## src/rtl/apb_pkg.sv

```systemverilog
// Shared types and constants for the APB master and its address decoder.
package apb_pkg;

  localparam int          NUM_SLAVES        = 4;
  localparam int          IDX_W             = $clog2(NUM_SLAVES);
  localparam int          SLV_WINDOW_BITS   = 12;
  localparam logic [31:0] DEFAULT_BASE_ADDR = 32'h1000_0000;

  typedef enum logic [1:0] {
    IDLE,
    SETUP,
    ACCESS
  } apb_state_t;

endpackage

```

## src/rtl/apb_addr_decoder.sv

```systemverilog
// Maps a CPU address page onto one of the 4 KiB slave windows above BASE_ADDR.
module apb_addr_decoder
  import apb_pkg::*;
#(
  parameter logic [31:0] BASE_ADDR = DEFAULT_BASE_ADDR
) (
  input  logic [31:SLV_WINDOW_BITS]         addr_page,
  output logic                              hit,
  output logic [IDX_W-1:0]                  idx
);

  // Only the region tag and the window number matter; the byte offset is never looked at.
  always_comb begin
    hit = (addr_page[31:16] == BASE_ADDR[31:16]) &&
          (addr_page[SLV_WINDOW_BITS+3:SLV_WINDOW_BITS] < 4'(NUM_SLAVES));
    idx = addr_page[SLV_WINDOW_BITS+IDX_W-1:SLV_WINDOW_BITS];
  end

endmodule

```

## src/rtl/apb_master.sv

```systemverilog
// APB master bridging a simple CPU strobe interface to four APB slaves,
// with decode-miss and PREADY-timeout error completion.
module apb_master
  import apb_pkg::*;
#(
  parameter int          TIMEOUT_CYCLES = 16,
  parameter logic [31:0] BASE_ADDR      = DEFAULT_BASE_ADDR
) (
  input  logic                             PCLK,
  input  logic                             PRESET,
  input  logic                             transfer,
  input  logic                             write,
  input  logic [31:0]                      addr,
  input  logic [31:0]                      wdata,
  output logic [31:0]                      rdata,
  output logic                             ready,
  output logic                             err,
  output logic [31:0]                      PADDR,
  output logic                             PWRITE,
  output logic [31:0]                      PWDATA,
  output logic                             PENABLE,
  output logic [NUM_SLAVES-1:0]            PSEL,
  input  logic [NUM_SLAVES-1:0][31:0]      PRDATA,
  input  logic [NUM_SLAVES-1:0]            PREADY
);

  localparam int WAIT_W = $clog2(TIMEOUT_CYCLES + 1);
  localparam logic [WAIT_W-1:0] WAIT_LAST = WAIT_W'(TIMEOUT_CYCLES - 1);

  apb_state_t        state_q, state_d;
  logic [31:0]       addr_q, wdata_q;
  logic              write_q, hit_q;
  logic [IDX_W-1:0]  idx_q;
  logic [WAIT_W-1:0] wait_q;
  logic              dec_hit;
  logic [IDX_W-1:0]  dec_idx;

  apb_addr_decoder #(.BASE_ADDR(BASE_ADDR)) u_decoder (
    .addr_page (addr[31:SLV_WINDOW_BITS]),
    .hit       (dec_hit),
    .idx       (dec_idx)
  );

  always_ff @(posedge PCLK or posedge PRESET) begin
    if (PRESET) begin
      state_q <= IDLE;
      addr_q  <= '0;
      wdata_q <= '0;
      write_q <= 1'b0;
      hit_q   <= 1'b0;
      idx_q   <= '0;
      wait_q  <= '0;
    end else begin
      state_q <= state_d;
      if (state_q == IDLE && transfer) begin
        addr_q  <= addr;
        wdata_q <= wdata;
        write_q <= write;
        hit_q   <= dec_hit;
        idx_q   <= dec_idx;
        wait_q  <= '0;
      end else if (state_q == ACCESS) begin
        wait_q  <= wait_q + WAIT_W'(1);
      end
    end
  end

  assign PADDR  = addr_q;
  assign PWDATA = wdata_q;
  assign PWRITE = write_q;

  // Completion outputs are combinational so ready lands in the same cycle as PREADY.
  always_comb begin
    state_d = state_q;
    PSEL    = '0;
    PENABLE = 1'b0;
    ready   = 1'b0;
    err     = 1'b0;
    rdata   = '0;
    case (state_q)
      IDLE: begin
        if (transfer) state_d = SETUP;
      end
      SETUP: begin
        if (hit_q) PSEL = NUM_SLAVES'(1) << idx_q;
        state_d = ACCESS;
      end
      ACCESS: begin
        if (hit_q) PSEL = NUM_SLAVES'(1) << idx_q;
        PENABLE = 1'b1;
        if (!hit_q) begin
          ready   = 1'b1;
          err     = 1'b1;
          state_d = IDLE;
        end else if (PREADY[idx_q]) begin
          ready   = 1'b1;
          rdata   = write_q ? 32'h0 : PRDATA[idx_q];
          state_d = IDLE;
        end else if (wait_q == WAIT_LAST) begin
          ready   = 1'b1;
          err     = 1'b1;
          state_d = IDLE;
        end
      end
      default: state_d = IDLE;
    endcase
  end

endmodule

```

## config.mk

```make
export PLATFORM = sky130hd
export DESIGN_NAME = apb_master
export DESIGN_NICKNAME = d
export VERILOG_FILES = /design/src/rtl/apb_pkg.sv /design/src/rtl/apb_addr_decoder.sv /design/src/rtl/apb_master.sv
export SDC_FILE = /design/constraint.sdc
export NUM_CORES = 1
export LEC_CHECK = 0
export ABC_CLOCK_PERIOD_IN_PS = 3050
export BUFFER_PORTS_ARGS = -buffer_cell sky130_fd_sc_hd__clkbuf_2
export CORE_AREA = 2 2 117 119
export CTS_CLUSTER_SIZE = 14
export DETAILED_ROUTE_END_ITERATION = 7
export DIE_AREA = 0 0 119 121
export PLACE_DENSITY = 0.73
export SLEW_MARGIN = 20
export SYNTH_ARGS = -nofsm -noshare
export SYNTH_HDL_FRONTEND = slang
export SYNTH_SLANG_ARGS = --single-unit
```

## constraint.sdc

```tcl
create_clock -name PCLK -period 3.05 [get_ports PCLK]
set_input_delay 0.4575 -clock PCLK [delete_from_list [all_inputs] [get_ports PCLK]]
set_output_delay 0.4575 -clock PCLK [all_outputs]
set_load 0.01 [all_outputs]
```

---- Yosys cells after proc, flatten, opt, wreduce, memory -nomap -nowiden ----
Index checks and enable logic that the tools add are counted.
storage, ports and cells
  register bits after elaboration ......... 75
  output and inout port bits .............. 104
  memory bits (writable) .................. 0
  input bits .............................. 200
  memories ................................ 0
  latch bits .............................. 0
  memory bits (read-only) ................. 0
  logic and storage cells ................. 48
cells by class
  multiply operators ...................... 0
  reductions and logical operators ........ 6
  shift-type cells ........................ 1
  order comparisons ....................... 2
  mux-type cells .......................... 25
  bitwise gates (word level) .............. 0
  add/subtract/negate cells ............... 1
  eq/ne operators ......................... 6
  div/mod/pow operators ................... 0
operators by type and width
  cell                  count
  $mux 32               5
  $bmux 32 s2           1
  $eq 16x13->1 const B  1
  $mux 5                2
  $mux 1                9
  $mux 2                4
  $mux 4                2
  $pmux 2 s3            1
  $add 5x1->5 const B   1
  $eq 5x4->1 const B    1
  $lt 4x3->1 const B    1
  $ne 4x2->1 const B    1
  $shl 1x2->4 const A   1
  $lt 2x3->1 const B    1
  $bmux 1 s2            1
  $eq 2x1->1 const B    1
  $eq 2x2->1 const B    1
  $logic_and 1x1->1     2
  $logic_not 2->1       1
  $ne 2x2->1 const B    1
  $reduce_and 2->1      1
  $reduce_bool 2->1     1
  $reduce_or 2->1       1

---- Depth between registers and ports, before layout ----
  word-level depth ........................ 6
  mapped depth ............................ 7
  depth with buffers taken out ............ 6

---- Modules after synthesis ----
Synthesis repeated with hierarchy kept, for this count alone.
unflattened totals
  cell total of the unflattened synthesis .. 280
  area total of the unflattened synthesis .. 4311.6 um2
modules (own cells, without submodules)
  module            times used  cells an instance  area each (um2)  sequential area each (um2)
  apb_master        1           271                4254.1           1876.8
  apb_addr_decoder  1           9                  57.6             0.0

---- Worst setup path before layout ----
No wires, ideal clock.
  path kind ............................... reg2out
  from .................................... register state_q[0]
  to ...................................... output port rdata[10]
  data arrival time ....................... 1809 ps
  setup slack ............................. 784 ps
  required time ........................... 2592 ps
  path buffers ............................ 2
  stages on the path, launching flop included .. 8
  cells stage by stage .................... dfrtp_1 > inv_1 > ha_1 > clkbuf_1 > nand2_1 > or3b_4 > buf_12 > nor2b_4
on the way
  cells in the longest elaborated chain, start to end .. 2
ends and longest elaborated chain
  item                    RTL line          text
  from (decl)             apb_master.sv:30  apb_state_t state_q, state_d;
  from (signal assigned)  apb_master.sv:54  state_q <= state_d;
  $eq 2x2->1              apb_master.sv:80  case (state_q)
  $mux 32                 apb_master.sv:80
  to (decl)               apb_master.sv:15  output logic [31:0] rdata,
Every way passes these cells.

==> results.py <==
metrics = {
    "timing": {
        "worst_pin_slew_ps": 787,
        "rsz0062_at_grt": "no",
        "skew_ps": 6.84,
        "report.final.setup_viol": 0,
        "hold_violations": 0,
        "fin_crit_ps": 2650,
        "fin_setup_tns_ps": 0,
        "fmax_mhz": 378,
        "relSlewSlack": 0.473,
        "slew_viol_final": 0,
        "fin_crit_sh": 0.867,
    },
    "synth": {
        "synth_seq_cells": 73,
        "yosysSeqAreaShare": 0.430,
        "synth.top_cell.area_share": 0.430,
        "syn_inst": 410,
        "synth_warnings": 0,
        "syn_area_sq_mm": 0.00424,
        "synth.largest_area_cell": "dfrtp_1",
        "ys_types": 32,
        "avgSynthCellArea_sq_um": 10.4,
        "yosys-top-cells-area": "dfrtp_1 43%, nand2_1 18%, mux4_2 16%, nor2b_4 9.7%, mux4_1 1.9%",
        "synth_nets": 616,
    },
    "die": {
        "io_pins": 304,
        "design.core.area_sq_mm": 0.0131,
        "num_rows": 42,
        "die_h_microns": 121,
        "initial_core_util": 0.324,
        "die_area_sq_mm": 0.0144,
        "dieWidth_microns": 119,
    },
    "clock_network": {
        "cts_setup_buffers": 0,
        "ctsHoldBuffers": 0,
        "clk_latency_ps": 330,
        "cts_sinks": 73,
        "cts_buffers": 9,
        "clk_pin_slew_ps": 60,
        "cts_max_path_buffers": 2,
        "htreeDepth": 3,
        "cts_tree": "built",
        "root_buffer": "clkbuf_16",
        "ctsResizeCount": 0,
    },
    "worst_setup_path": {
        "crit_arrival_ps": 2190,
        "end_kind": "output pin",
        "cp.required_ps": 2590,
        "crit_type": "reg -> out",
        "cp_max_fo": 36,
        "start_kind": "flop",
    },
    "final_layout": {
        "finish.utilization": 0.480,
        "finalNetCount": 911,
        "area_delta_synth_final_pct": 48.1,
        "drive_gt1_frac": 0.555,
    },
    "pwr": {
        "ir_worst_vdd_mv": 0.447,
        "power_uw": 5360,
        "p_leak_uw": 0.00351,
        "powerDensity_mw_per_mm2": 853,
    },
    "place": {
        "port_buffers": 303,
        "gp_congestion": 0.855,
        "post-dp-hpwl_microns": 12200,
    },
    "detailed_routing": {
        "wire_per_inst_microns": 16.7,
        "dr.pass1.iters": 6,
        "drc": 0,
        "drtIter0Drc": 220,
        "antenna_left": 0,
        "vias": 4055,
        "routed_wirelength_microns": 14900,
        "via_per_inst": 4.56,
    },
    "global_routing": {
        "grt_pass1_vias": 4209,
        "antenna_found_initial": 4,
        "grtUsageTotal": 0.208,
        "grt_max_degree": 41,
        "grt_pass1_wl_microns": 22500,
        "overflow": 0,
    },
    "hold_path": {
        "hold_class": "in -> async",
    },
    "job": {
        "maxCapViolCount": 0,
    },
    "run_status": {
        "status": "complete, no violations",
    },
}
## synth_stat cells
cell type	instances
mux4_1	3
nand4_1	2
nand2_1	198
ha_1	6
buf_2	3
buf_12	3
clkbuf_1	17
mux2_2	1
o32ai_2	1
nor2_1	9
buf_6	1
nor3_1	2
nor4b_1	1
o31ai_1	1
mux4_2	30
xnor2_1	1
nor2b_1	2
or4_1	1
mux2i_1	1
inv_1	7
mux2_1	2
and3_1	1
a21boi_0	1
buf_1	3
nand3_1	1
o21ai_0	2
nor4_1	2
and2_1	2
nor2b_4	30
xor2_1	2
or3b_4	1
dfrtp_1	73
## cell type report
cell class / instances / area (sq um)
Timing Repair Buffer: 311 / 1630
Clock inverter: 7 / 118
Multi-Input combinational cell: 303 / 2230
Antenna cell: 4 / 10.0
Sequential cell: 73 / 1830
Fill cell: 1242 / 6800
Clock buffer: 9 / 225
Tap cell: 176 / 220
Inverter: 7 / 26.3
## state kept, by name, indices dropped and copies added, names as in the netlist
register  flops
PADDR        32
PWDATA       32
wait_q        5
state_q       2
PWRITE        1
hit_q         1
## layout by cell type, fill, tap and decap left out, types with 2 or more instances in the layout
| cell | count |
|---|---|
| buf_12 | 4 |
| buf_4 | 4 |
| bufinv_16 | 3 |
| clkbuf_16 | 9 |
| clkbuf_2 | 303 |
| clkinv_2 | 2 |
| dfrtp_1 | 72 |
| diode_2 | 4 |
| ha_1 | 6 |
| inv_1 | 6 |
| mux2_1 | 2 |
| mux4_1 | 3 |
| mux4_2 | 30 |
| nand2_1 | 197 |
| nand4_1 | 2 |
| nor2_1 | 9 |
| nor2b_1 | 2 |
| nor2b_4 | 30 |
| nor3_1 | 2 |
| nor4_1 | 2 |
| o21ai_0 | 2 |
| xor2_1 | 2 |
## power breakdown
part	internal, uW	switching (uW)
clock network	800	401
logic	1180	1320
registers	1410	254
## path summary, 6_finish.rpt
check                                        from                      to  slack [ps]  cells past startpoint
min in group PCLK                       wdata[15]  PWDATA[15]$_DFFE_PP0P_         320                      3
setup / recovery            PADDR[12]$_DFFE_PP0P_                rdata[1]         400                      4
max in group asynchronous                  PRESET   PWDATA[9]$_DFFE_PP0P_        2140                      3
hold reg to reg             PADDR[29]$_DFFE_PP0P_   PADDR[29]$_DFFE_PP0P_         470                      2
hold / removal                             PRESET   PADDR[15]$_DFFE_PP0P_         240                      2
setup reg to reg           state_q[0]$_DFFE_PP0P_  PWDATA[18]$_DFFE_PP0P_        1110                      6
## cells by family after synthesis
group / Yosys count / synth area share
xor gates and xnor gates: 3 / 0.00619
DFF: 73 / 0.430
AOI/OAI and AO/OA: 5 / 0.00973
buffers and inverters: 34 / 0.0442
muxes: 37 / 0.188
adders and majority gates: 6 / 0.0177
and+or+nand+nor: 252 / 0.304
## layer usage
layer  track usage  vias to the layer above  wire length, microns
met5             0                        -                     0
met4         0.106                        0                   582
met3        0.0686                       30                  1270
met2         0.352                      198                  7440
met1         0.235                     1895                  5610
li1              -                     1932                     -
## critical path, cell delays in order, from the launching register on
cell	delay, ps
dfrtp_2	370
buf_4	510
mux4_1	700
nor2b_4	160
clkbuf_2	120
## per-stage QoR
step	cell area (sq um)	std cells	hold WS, ps	setup slack [ps]
detailed placement	5930	870	463	574
finish	6290	890	239	405
global route	6290	890	315	262
floorplan	4240	410	491	739
CTS	6280	886	263	356
global placement	5930	870	457	583
(Power assumes the default switching activity.)
